$ cat config.mk
export PLATFORM = sky130hd
export DESIGN_NAME = sleep_cycle_controller
export DESIGN_NICKNAME = d
export VERILOG_FILES = /design/src/rtl/sleep_pkg.sv /design/src/rtl/sat_counter.sv /design/src/rtl/sleep_cycle_controller.sv
export SDC_FILE = /design/constraint.sdc
export NUM_CORES = 1
export LEC_CHECK = 0
export CORE_MARGIN = 1
export CORE_UTILIZATION = 40
export CTS_CLUSTER_DIAMETER = 120
export DETAILED_ROUTE_END_ITERATION = 8
export SYNTH_ARGS = -nofsm -noshare
export SYNTH_HDL_FRONTEND = slang
export SYNTH_SLANG_ARGS = --single-unit
$ cat constraint.sdc
create_clock -name clk -period 2.3 [get_ports clk]
set_clock_uncertainty 0.2 [all_clocks]
set_input_delay 0.23 -clock clk [delete_from_list [all_inputs] [get_ports clk]]
set_output_delay 0.23 -clock clk [all_outputs]
set_load 0.05 [all_outputs]
$ cat src/rtl/sleep_pkg.sv
// rtl/sleep_pkg.sv - shared sleep-state encoding and parameter range helper
package sleep_pkg;

    typedef enum logic [1:0] {
        ST_AWAKE  = 2'd0,
        ST_DROWSY = 2'd1,
        ST_LIGHT  = 2'd2,
        ST_DEEP   = 2'd3
    } sleep_state_t;

    // A dwell parameter is usable when the counter can still reach value-1.
    function automatic bit cycle_param_ok(input int value, input int cnt_w);
        return (value >= 1) && (value <= (1 << cnt_w));
    endfunction

endpackage

$ cat src/rtl/sat_counter.sv
// rtl/sat_counter.sv - clearable up-counter that saturates at all-ones
module sat_counter #(
    parameter int W = 4
) (
    input  logic         clk,
    input  logic         rst_n,
    input  logic         i_clear,
    output logic [W-1:0] o_count
);

    logic [W-1:0] r_count;

    always_ff @(posedge clk) begin
        if (!rst_n) begin
            r_count <= '0;
        end else if (i_clear) begin
            r_count <= '0;
        end else if (r_count != {W{1'b1}}) begin
            r_count <= r_count + 1'b1;
        end
    end

    assign o_count = r_count;

endmodule

$ cat src/rtl/sleep_cycle_controller.sv
// rtl/sleep_cycle_controller.sv - AWAKE/DROWSY/LIGHT/DEEP sleep sequencer
// Optional macro SLEEP_FORCE_WAKE_EN adds the force_wake input.
module sleep_cycle_controller
    import sleep_pkg::*;
#(
    parameter int IND_W         = 2,
    parameter int CNT_W         = 4,
    parameter int SLEEP_LEVEL   = 0,
    parameter int STRESS_BLOCK  = 2,
    parameter int MIN_AWAKE     = 4,
    parameter int DROWSY_CYCLES = 2,
    parameter int DEEP_AFTER    = 3,
    parameter int MIN_SLEEP     = 6
) (
    input  logic             clk,
    input  logic             rst_n,
    input  logic [IND_W-1:0] energy_indicator,
    input  logic [IND_W-1:0] stress_indicator,
`ifdef SLEEP_FORCE_WAKE_EN
    input  logic             force_wake,
`endif
    output logic             asleep,
    output logic             deep_sleep,
    output logic             fell_asleep,
    output logic             woke_up,
    output logic             en_inc,
    output logic             en_dec
);

    if (!cycle_param_ok(MIN_AWAKE, CNT_W) || !cycle_param_ok(DROWSY_CYCLES, CNT_W) ||
        !cycle_param_ok(DEEP_AFTER, CNT_W) || !cycle_param_ok(MIN_SLEEP, CNT_W)) begin : g_bad_param
        $error("sleep_cycle_controller: cycle parameter outside 1..2**CNT_W");
    end

    localparam logic [IND_W-1:0] LP_SLEEP_LEVEL  = IND_W'(SLEEP_LEVEL);
    localparam logic [IND_W-1:0] LP_STRESS_BLOCK = IND_W'(STRESS_BLOCK);
    localparam logic [CNT_W-1:0] LP_AWAKE_LAST   = CNT_W'(MIN_AWAKE - 1);
    localparam logic [CNT_W-1:0] LP_DROWSY_LAST  = CNT_W'(DROWSY_CYCLES - 1);
    localparam logic [CNT_W-1:0] LP_LIGHT_LAST   = CNT_W'(DEEP_AFTER - 1);
    localparam logic [CNT_W-1:0] LP_DEEP_LAST    = CNT_W'(MIN_SLEEP - 1);

    sleep_state_t     r_state;
    sleep_state_t     w_next;
    logic [CNT_W-1:0] w_cnt;
    logic             w_force;
    logic             w_tired;
    logic             w_stressed;
    logic             r_asleep, r_deep, r_fell, r_woke, r_inc, r_dec;

`ifdef SLEEP_FORCE_WAKE_EN
    assign w_force = force_wake;
`else
    assign w_force = 1'b0;
`endif

    assign w_tired    = (energy_indicator <= LP_SLEEP_LEVEL);
    assign w_stressed = (stress_indicator >= LP_STRESS_BLOCK);

    always_comb begin
        w_next = r_state;
        case (r_state)
            ST_AWAKE:  if (w_tired && !w_stressed && w_cnt >= LP_AWAKE_LAST) w_next = ST_DROWSY;
            ST_DROWSY: begin
                if (!w_tired || w_stressed)        w_next = ST_AWAKE;
                else if (w_cnt >= LP_DROWSY_LAST)  w_next = ST_LIGHT;
            end
            ST_LIGHT: begin
                if (w_stressed)                    w_next = ST_AWAKE;
                else if (w_cnt >= LP_LIGHT_LAST)   w_next = ST_DEEP;
            end
            ST_DEEP:   if (energy_indicator == {IND_W{1'b1}} && w_cnt >= LP_DEEP_LAST) w_next = ST_AWAKE;
            default:   w_next = ST_AWAKE;
        endcase
        if (w_force) w_next = ST_AWAKE;
    end

    // Dwell counter restarts whenever the state register is about to change.
    sat_counter #(.W(CNT_W)) u_dwell (
        .clk     (clk),
        .rst_n   (rst_n),
        .i_clear (w_next != r_state),
        .o_count (w_cnt)
    );

    always_ff @(posedge clk) begin
        if (!rst_n) begin
            r_state  <= ST_AWAKE;
            r_asleep <= 1'b0;
            r_deep   <= 1'b0;
            r_fell   <= 1'b0;
            r_woke   <= 1'b0;
            r_inc    <= 1'b0;
            r_dec    <= 1'b1;
        end else begin
            r_state  <= w_next;
            r_asleep <= (w_next == ST_LIGHT) || (w_next == ST_DEEP);
            r_deep   <= (w_next == ST_DEEP);
            r_inc    <= (w_next == ST_LIGHT) || (w_next == ST_DEEP);
            r_dec    <= (w_next == ST_AWAKE);
            r_fell   <= (r_state == ST_DROWSY) && (w_next == ST_LIGHT);
            r_woke   <= ((r_state == ST_LIGHT) || (r_state == ST_DEEP)) && (w_next == ST_AWAKE);
        end
    end

    assign asleep      = r_asleep;
    assign deep_sleep  = r_deep;
    assign fell_asleep = r_fell;
    assign woke_up     = r_woke;
    assign en_inc      = r_inc;
    assign en_dec      = r_dec;

endmodule

# Word-level counts from Yosys, hierarchy flattened
# Cells that the tools add are included.
# word_totals
reg_bits,11
latch_bits,0
ram_bits,0
mem_bits_ro,0
in_bits,6
out_inout_bits,6
wordCells,43
n_memories,0
# classes
addsub,1
n_mul,0
div,0
magnitude_cmp,6
n_eq_ne,8
n_shift,0
n_mux,7
n_bitwise,1
n_reduce_logical,13
# ops
op,count
$mux 2,6
$eq 2x2->1 const B,5
$ge 4x2->1 const B,2
$pmux 2 s4,1
$logic_and 1x1->1,5
$add 4x1->4 const B,1
$ge 4x1->1 const B,1
$ge 4x3->1 const B,1
$logic_not 2->1,2
$ne 4x4->1 const B,1
$logic_or 1x1->1,3
$eq 2x1->1 const B,1
$ge 2x2->1 const B,1
$le 2x1->1 const B,1
$logic_not 1->1,2
$ne 2x2->1,1
$reduce_or 2->1,1
$not 1->1,1

# Depth between registers and ports, before layout
# Gate-level depths: netlist of run 1.
# logic_depth
word_depth,8
depth_mapped,6
ltp_nobuf,6

# By module
# Synthesis of run 1 repeated with hierarchy kept, for this count alone.
# unflattened
cells_unflattened,53
hier_area_um2,541.8
# modules_own_cells
module,n_inst,cells_each,area_per_inst_um2,seq_area_each_um2
sleep_cycle_controller,1,33,339.1,140.1
sat_counter,1,20,202.7,80.1

# Worst setup path before layout of run 1
# Ideal clock, no wire load.
# synth_path
path_type,register to register
from,register u_dwell.r_count[1] (netlist: u_dwell.o_count[1])
to,register r_deep (netlist: deep_sleep)
arrival_ns,1.747
t_required_ns,1.985
slack_ns,0.238
path_stages_with_launch,7
n_path_buf,0
synth_period_minus_slack_ns,2.062
cell_sequence,dfxtp_1 inv_1 ha_1 or4b_4 and4_4 o31a_1 and2_1
# synth_between
elab_chain_len,5
word_cells_on_any_way,14
# synth_lines
item,line_no,source
from (decl),sat_counter.sv:11,logic [W-1:0] r_count;
from (signal assigned),sat_counter.sv:19,r_count <= r_count + 1'b1;
"$ge 4x2->1, or another cell as far along",sleep_cycle_controller.sv:69,else if (w_cnt >= LP_LIGHT_LAST) w_next = ST_DEEP;
"$mux 2, or another cell as far along",sleep_cycle_controller.sv:69,
"$mux 2, on equally long branches",n/a,
$pmux 2 s4 (*),sleep_cycle_controller.sv:61,case (r_state)
$eq 2x2->1 (*),sleep_cycle_controller.sv:97,r_deep <= (w_next == ST_DEEP);
to (signal assigned),sleep_cycle_controller.sv:97,
to (decl),sleep_cycle_controller.sv:48,"logic r_asleep, r_deep, r_fell, r_woke, r_inc, r_dec;"
# Every way passes the cells marked *; elsewhere a longest branch is shown, timed or not.
# A chain may end at the register's enable or synchronous reset.

# Worst setup path in the final report of run 1
# layout_path
from,register u_dwell.r_count[1] (netlist: u_dwell.o_count[1])
to,register r_fell (netlist: fell_asleep)
# layout_between
elab_chain_len,6
word_cells_on_any_way,15
# layout_lines
item,line_no,source
"$ge 4x2->1, or another cell as far along",sleep_cycle_controller.sv:69,
"$mux 2, or another cell as far along",sleep_cycle_controller.sv:69,
"$mux 2, on equally long branches",n/a,
$pmux 2 s4 (*),sleep_cycle_controller.sv:61,
$eq 2x2->1 (*),sleep_cycle_controller.sv:100,r_fell <= (r_state == ST_DROWSY) && (w_next == ST_LIGHT);
$logic_and 1x1->1 (*),sleep_cycle_controller.sv:100,
to (signal assigned),sleep_cycle_controller.sv:100,
to (decl),sleep_cycle_controller.sv:48,
# Marks and branches as above.

==> results of run 1 <==
[power by group through the flow]
stage               clock, mW  combinational, mW  sequential [mW]
finish                  0.133             0.0629            0.207
floorplan                   0             0.0442            0.209
CTS                     0.137             0.0635            0.206
global placement            0             0.0626            0.210
global route            0.146             0.0714            0.208
detailed placement          0             0.0634            0.210
[how the worst max path moves through the flow]
stage,endpoint,start
after CTS,u_dwell.o_count[3]$_SDFFE_PP0P_,u_dwell.o_count[1]$_SDFFE_PP0P_
final,fell_asleep$_SDFF_PN0_,u_dwell.o_count[1]$_SDFFE_PP0P_
after floorplan,deep_sleep$_SDFF_PN0_,u_dwell.o_count[1]$_SDFFE_PP0P_
after global routing,u_dwell.o_count[3]$_SDFFE_PP0P_,u_dwell.o_count[1]$_SDFFE_PP0P_
after detailed placement,u_dwell.o_count[3]$_SDFFE_PP0P_,u_dwell.o_count[1]$_SDFFE_PP0P_
after global placement,u_dwell.o_count[3]$_SDFFE_PP0P_,u_dwell.o_count[1]$_SDFFE_PP0P_
[logic make-up after synthesis]
logic type	after synthesis	share of synthesized area, %
muxes	2	3.37
DFF	11	37.1
buffers and inverters	5	3.79
AOI/OAI and AO/OA	11	14.9
xor gates and xnor gates	1	1.47
adders and majority gates	4	8.42
and+or+nand+nor	26	30.9
[cell usage after synthesis]
cell type / number
nand2_1: 3
a21oi_1: 1
o21ai_0: 1
nor4b_4: 1
or4_1: 1
o22ai_1: 1
a21oi_2: 1
dfxtp_1: 11
ha_1: 4
nand2b_1: 2
nand3_1: 3
a22o_1: 1
and4_4: 1
xnor2_1: 1
nand3b_1: 1
buf_4: 1
and2_1: 4
a211o_1: 1
mux2i_1: 2
o211a_1: 1
nor2_1: 1
or4b_4: 1
inv_1: 4
o31a_1: 2
or3b_1: 1
nor2b_1: 1
nor3_1: 1
nor4_1: 4
or3_2: 1
a211oi_2: 1
a31oi_1: 1
[critical path, delay by kind of cell (launching register included)]
family | cells | cell delay, ps
AND/OR/NAND/NOR | 3 | 870
flip-flops | 1 | 370
AO/OA/AOI/OAI | 1 | 310
adder cells (fa/ha/maj) | 1 | 190
buffers and inverters | 1 | 70
[through the flow]
step                      instance area (um2)  hold WS [ps]  instances  total power [mW]  utilization, %
after CTS                                 732           346         88             0.407            54.9
after global placement                    706           311         84             0.273            52.9
final                                     734           347         88             0.402            55.1
after detailed placement                  706           328         84             0.274            52.9
after global routing                      734           394         88             0.426            55.1
after floorplan                           594           122         60             0.253               -
[what timing repair did]
action / 4_1_cts / 5_1_grt
hold buffers: 0 / 0
gates resized for setup: 0 / 2
endpoints found under the setup margin: 0 / 5
[placed cells by master, fill, tap and decap left out, drive strengths merged]
cell type / count
a31oi: 1
o22ai: 1
inv: 4
or3: 1
dfxtp: 11
xnor2: 1
nand2b: 2
nand3: 3
o31a: 2
o21ai: 1
or3b: 1
mux2i: 2
nor4b: 1
and4: 1
o211a: 1
nor4: 4
clkbuf: 4
and2: 4
or4: 1
a21oi: 2
a211o: 1
nor2: 1
nor3: 1
or4b: 1
nor2b: 1
clkdlybuf4s50: 10
nand3b: 1
a211oi: 1
a22o: 1
nand2: 3
ha: 4
[layer usage]
layer,routed length [um],track usage (%),share of wire (%)
met1,552,21.2,48
met2,528,28.2,46
met3,54,10.0,4.7
met4,12,5.00,1.0
met5,0,0,0
[area by class of cell]
class	instances	area (um2)	share of cell area, %
multi-input cells	44	352	47.9
flip-flops and latches	11	223	30.3
repair buffers	10	100	13.6
clock buffers	4	26.3	3.58
well taps	15	18.8	2.56
inverters	4	15.0	2.04
[flip-flops by register name, summed over array words and instances (netlist names)]
register,count
deep_sleep,1
en_dec,1
woke_up,1
fell_asleep,1
en_inc,1
u_dwell.o_count,4
r_state,2
==> metrics.md, run 1 <==
| Metric | Value |
|---|---|
| Status | `finished clean` |
| Synth area leader | `dfxtp_1` |
| Synth top area share | `37.1%` |
| Fin. max-slew vios | `0` |
| R2R setup slack | `170 ps` |
| Final WS setup | `about 170 ps` |
| Clk Tree Root Cell | `clkbuf_4` |
| Setup_tns | `0 ps` |
| Die width | `40.5 um` |
| Critical-path cell list | `inv_1 > ha_1 > or4b_4 > and4_4 > o31a_1 > nor2b_1` |
| Max Fclk | `469 MHz` |
| First-pass GRT wire length | `approximately 1800 um` |
| Mapped Area | `around 590 um2` |
| Clock Sinks | `11` |
| Register area share after synthesis | `37.1%` |
| Clock Power Share | `about 33%` |
| # IOs | `12` |
| Dpl hpwl | `roughly 900 um` |
| Post-synthesis cell type count | `31` |
| Crit end category | `flip-flop` |
| Worst vdd ir | `0.373 mV` |
| Sw Pwr | `0.105 mW` |
| Crit Path Class | `reg2reg` |
| Clock buffer depth | `2` |
| Clk_lat worst skew | `270 ps` |
| Core area | `1330 um2` |
| Flops & latches, synth | `11` |
| Nets | `84` |
| WHS Endpoint | `fell_asleep$_SDFF_PN0_` |
| Internal | `0.297 mW` |
| Seq pwr share | `between 50 and 60%` |
| Pre-CTS setup slack | `91.2 ps` |
| Post-CTS Setup Bufs | `0` |
| Area grow syn2layout | `23.6%` |
| Hold_sp | `r_state[1]$_SDFF_PN0_` |
| Layout cells sized above 1 | `15.1%` |
| Synth top area cells | `dfxtp_1 (37%), ha_1 (8.4%), and2_1 (4.2%)` |
| Warning count from the yosys run | `0` |
| WL per Instance | `13.0 um` |
| Final period util | `92.6%` |
| RSZ-0062 raised after global routing | `no` |
| Clk slew on worst S/H paths | `70 ps` |
| Cells on worst reg2reg path | `6` |
| Relative slew slack | `67.0%` |
| Switching Fraction | `26.2%` |
| Pwr dens | `548 nW/um2` |
| Largest net degree at the start of global routing | `10` |
| GRT overflow | `0` |
| FILL cells | `120` |
| End of the worst register-to-register path | `fell_asleep$_SDFF_PN0_` |
| Vias in the first global route | `420` |
| Height of the chip | `40.5 um` |
| Total die area | `around 1600 um2` |
| Worst-margin pin slew | `494 ps` |
| Syn_area_per_cell | `9.91 um2` |
| Synthesized Nets | `70` |
| Antenna diodes | `0` |
| DRC violations left | `0` |
| CP required | `2260 ps` |
| Master of the slowest instance on the critical path | `or4b_4` |
| Port bufs | `10` |
| Initial antenna violation count | `0` |
| CP Launch Type | `flip-flop` |
| Logic pwr share | `15.6%` |
| Endpoints failing setup | `0` |
| Worst r2r src | `u_dwell.o_count[1]$_SDFFE_PP0P_` |
| Worst Hold Depth | `1` |
| Worst-path fanout max | `6` |
| Std-Cell Rows | `13` |
| Number of nets still failing antenna checks after routing | `0` |
| Max-cap viol count | `0` |
| Leak | `0.311 nW` |
| Drt first-iter violations | `3` |
| CTS buffer count | `3` |
| Worst Path Arrival | `2090 ps` |
| HP Class | `reg2reg` |
| Initial core utilization | `between 40 and 50%` |
| WL final | `roughly 1100 um` |
| DR pass1 iterations | `4` |
| TritonCTS clock tree | `built` |
| Vias per cell | `5.59` |
| Crit path largest cell delay | `510 ps` |
| Gpl congestion | `0.650` |
| DR vias | `492` |
| Final Hold Viols | `0` |
| Cells after Synth | `60` |
| H-tree depth | `1` |
| GRT Util Overall | `18.1%` |
| Tmin final | `about 2100 ps` |
(Power assumes the default switching activity.)
==> inputs of run 2 (changes only) <==
Settings changed: CTS_BUF_LIST from default to sky130_fd_sc_hd__clkbuf_8, SLEW_MARGIN from default to 20, TNS_END_PERCENT from default to 50.
==> run 2 against run 1 <==
  * Sequential cell count unchanged
  * Non-clock buffer count unchanged
  * Global-route usage unchanged
  * Sequential share of layout area down 0.76 points
  * Via count is 0.20% lower
  * Critical endpoint is now u_dwell.o_count[3]$_SDFFE_PP0P_
==> metrics.md, run 2 (synthesized netlist as in run 1, its figures left out) <==
| Metric | Value |
|---|---|
| TritonCTS clock tree | `built` |
| Crit end category | `flip-flop` |
| Layout cells sized above 1 | `around 15%` |
| Highest routed layer | `met4` |
| Relative slew slack | `between 60% and 70%` |
| Tmin final | `2130 ps` |
| Clk Tree Root Cell | `clkbuf_8` |
| Std-Cell Rows | `13` |
| Sequential Area | `223 um2` |
| GRT overflow | `0` |
| RSZ-0062 raised after global routing | `no` |
| WL final | `approximately 1100 um` |
| WL met2 | `522 um` |
| H-tree depth | `1` |
| Commonest non-fill, non-tap cell in the layout | `clkdlybuf4s50_1` |
| Max Fclk | `469 MHz` |
| FILL cells | `115` |
| Gpl congestion | `0.650` |
| Worst vdd ir | `approximately 0.44 mV` |
| Worst-margin pin slew | `494 ps` |
| DR vias | `approximately 490` |
| Routed met3 length | `61 um` |
| Crit path buf inv count | `1` |
| Max reg flops | `4` |
| Port bufs | `10` |
| Internal | `~0.35 mW` |
| Final period util | `about 93%` |
| Height of the chip | `40.5 um` |
| Sw Pwr | `0.111 mW` |
| Vias per cell | `5.58` |
| Clock Power Share | `41.1%` |
| M1 WL | `547 um` |
| Largest delay share family, worst path | `simple AND/OR/NAND/NOR gates` |
| Crit path largest cell delay | `510 ps` |
| Dpl hpwl | `885 um` |
| Overall power | `around 0.46 mW` |
| Max-cap viol count | `0` |
| Number of nets still failing antenna checks after routing | `0` |
| Clk_lat worst skew | `240 ps` |
| Drt first-iter violations | `5` |
| Most frequent cells in the layout | `clkdlybuf4s50_1 (10), dfxtp_1 (9), inv_1 (5)` |
| Clock buffer depth | `2` |
| Status | `finished clean` |
| Clk slew on worst S/H paths | `50 ps` |
| Leak | `0.323 nW` |
| Endpoints failing setup | `0` |
| # IOs | `12` |
| HP Class | `reg2reg` |
| Fin. max-slew vios | `0` |
| CP required | `2240 ps` |
| Clock Sinks | `11` |
| Vias in the first global route | `420` |
| Pwr dens | `around 610 nW/um2` |
| Master of the slowest instance on the critical path | `or4b_4` |
| First-pass GRT wire length | `1840 um` |
| Worst-path fanout max | `6` |
| Multi-input logic area | `352 um2` |
| DR pass1 iterations | `4` |
| Logic pwr share | `13.7%` |
| Antenna diodes | `0` |
| Switching Fraction | `24.3%` |
| WL per Instance | `13.0 um` |
| Core area | `1330 um2` |
| Largest net degree at the start of global routing | `10` |
| Initial antenna violation count | `0` |
| Seq pwr share | `45.2%` |
| CP Launch Type | `flip-flop` |
| CTS buffer count | `3` |
| Worst Path Arrival | `2070 ps` |
| Nets | `84` |
| Critical-path cell list | `inv_1 > ha_1 > or4b_4 > nor4b_4 > a211oi_2 > nor4_1` |
| Final Hold Viols | `0` |
| Die width | `40.5 um` |
| Initial core utilization | `between 40% and 50%` |
| Area grow syn2layout | `26.7%` |
| Setup_tns | `0 ps` |
| Crit Path Class | `reg2reg` |
| GRT Util Overall | `18.1%` |
| DRC violations left | `0` |
| Total die area | `1640 um2` |
==> run 2: cell count changes in the layout (fill, tap and decap cells not counted), sizes merged <==
| cell | before | now |
|---|---|---|
| inv | 4 | 5 |
| clkbuf | 4 | 3 |
==> run 2: area by class of cell <==
type,instances,share of cell area (%)
Multi-Input combinational cell,44,46.7
Timing Repair Buffer,10,13.3
Clock inverter,1,0.498
Sequential cell,11,29.6
Tap cell,15,2.49
Clock buffer,3,5.48
Inverter,4,1.99
==> run 2: power groups by stage <==
stage | logic, mW | registers, mW | clock network, mW
global route | 0.0714 | 0.209 | 0.204
finish | 0.0628 | 0.208 | 0.188
global placement | 0.0626 | 0.210 | 0
floorplan | 0.0442 | 0.209 | 0
detailed placement | 0.0634 | 0.210 | 0
CTS | 0.0635 | 0.207 | 0.195
==> run 2: path summary, 6_finish.rpt <==
check	cells past startpoint	startpoint	slack [ps]	to
worst min register to register	1	r_state[1]$_SDFF_PN0_	350	fell_asleep$_SDFF_PN0_
worst min-delay path	1	r_state[1]$_SDFF_PN0_	350	fell_asleep$_SDFF_PN0_
worst max-delay path	6	u_dwell.o_count[1]$_SDFFE_PP0P_	170	u_dwell.o_count[3]$_SDFFE_PP0P_
worst max register to register	6	u_dwell.o_count[1]$_SDFFE_PP0P_	170	u_dwell.o_count[3]$_SDFFE_PP0P_
==> run 2: worst reg2reg max path, cell delays in order, from the launching register on <==
cell	delay [ps]
dfxtp_2	360
inv_1	70
ha_1	190
or4b_4	510
nor4b_4	330
a211oi_2	110
nor4_1	270
==> run 2: routing by layer <==
| metal | track usage, % | up-vias |
|---|---|---|
| met3 | 10.0 | 2 |
| met1 | 21.2 | 228 |
| met4 | 5.00 | 0 |
| li1 | - | 249 |
| met2 | 28.2 | 12 |
| met5 | 0 | - |
==> run 2: what timing repair did <==
item / CTS / global route
endpoints found under the hold margin: 0 / 0
hold buffers: 0 / 0
setup endpoints to repair: 0 / 5
resized for setup: 0 / 2
buffers inserted: 0 / 0
==> run 2: stage by stage <==
step | utilization, % | area [um2] | cells | hold slack (ps) | setup slack, ps
floorplan | - | 594 | 60 | 122 | 238
global placement | 52.9 | 706 | 84 | 311 | 116
detailed placement | 52.9 | 706 | 84 | 328 | 91.2
CTS | 56.3 | 751 | 88 | 342 | 80.0
global route | 56.5 | 753 | 88 | 389 | 45.6
finish | 56.5 | 753 | 88 | 346 | 169
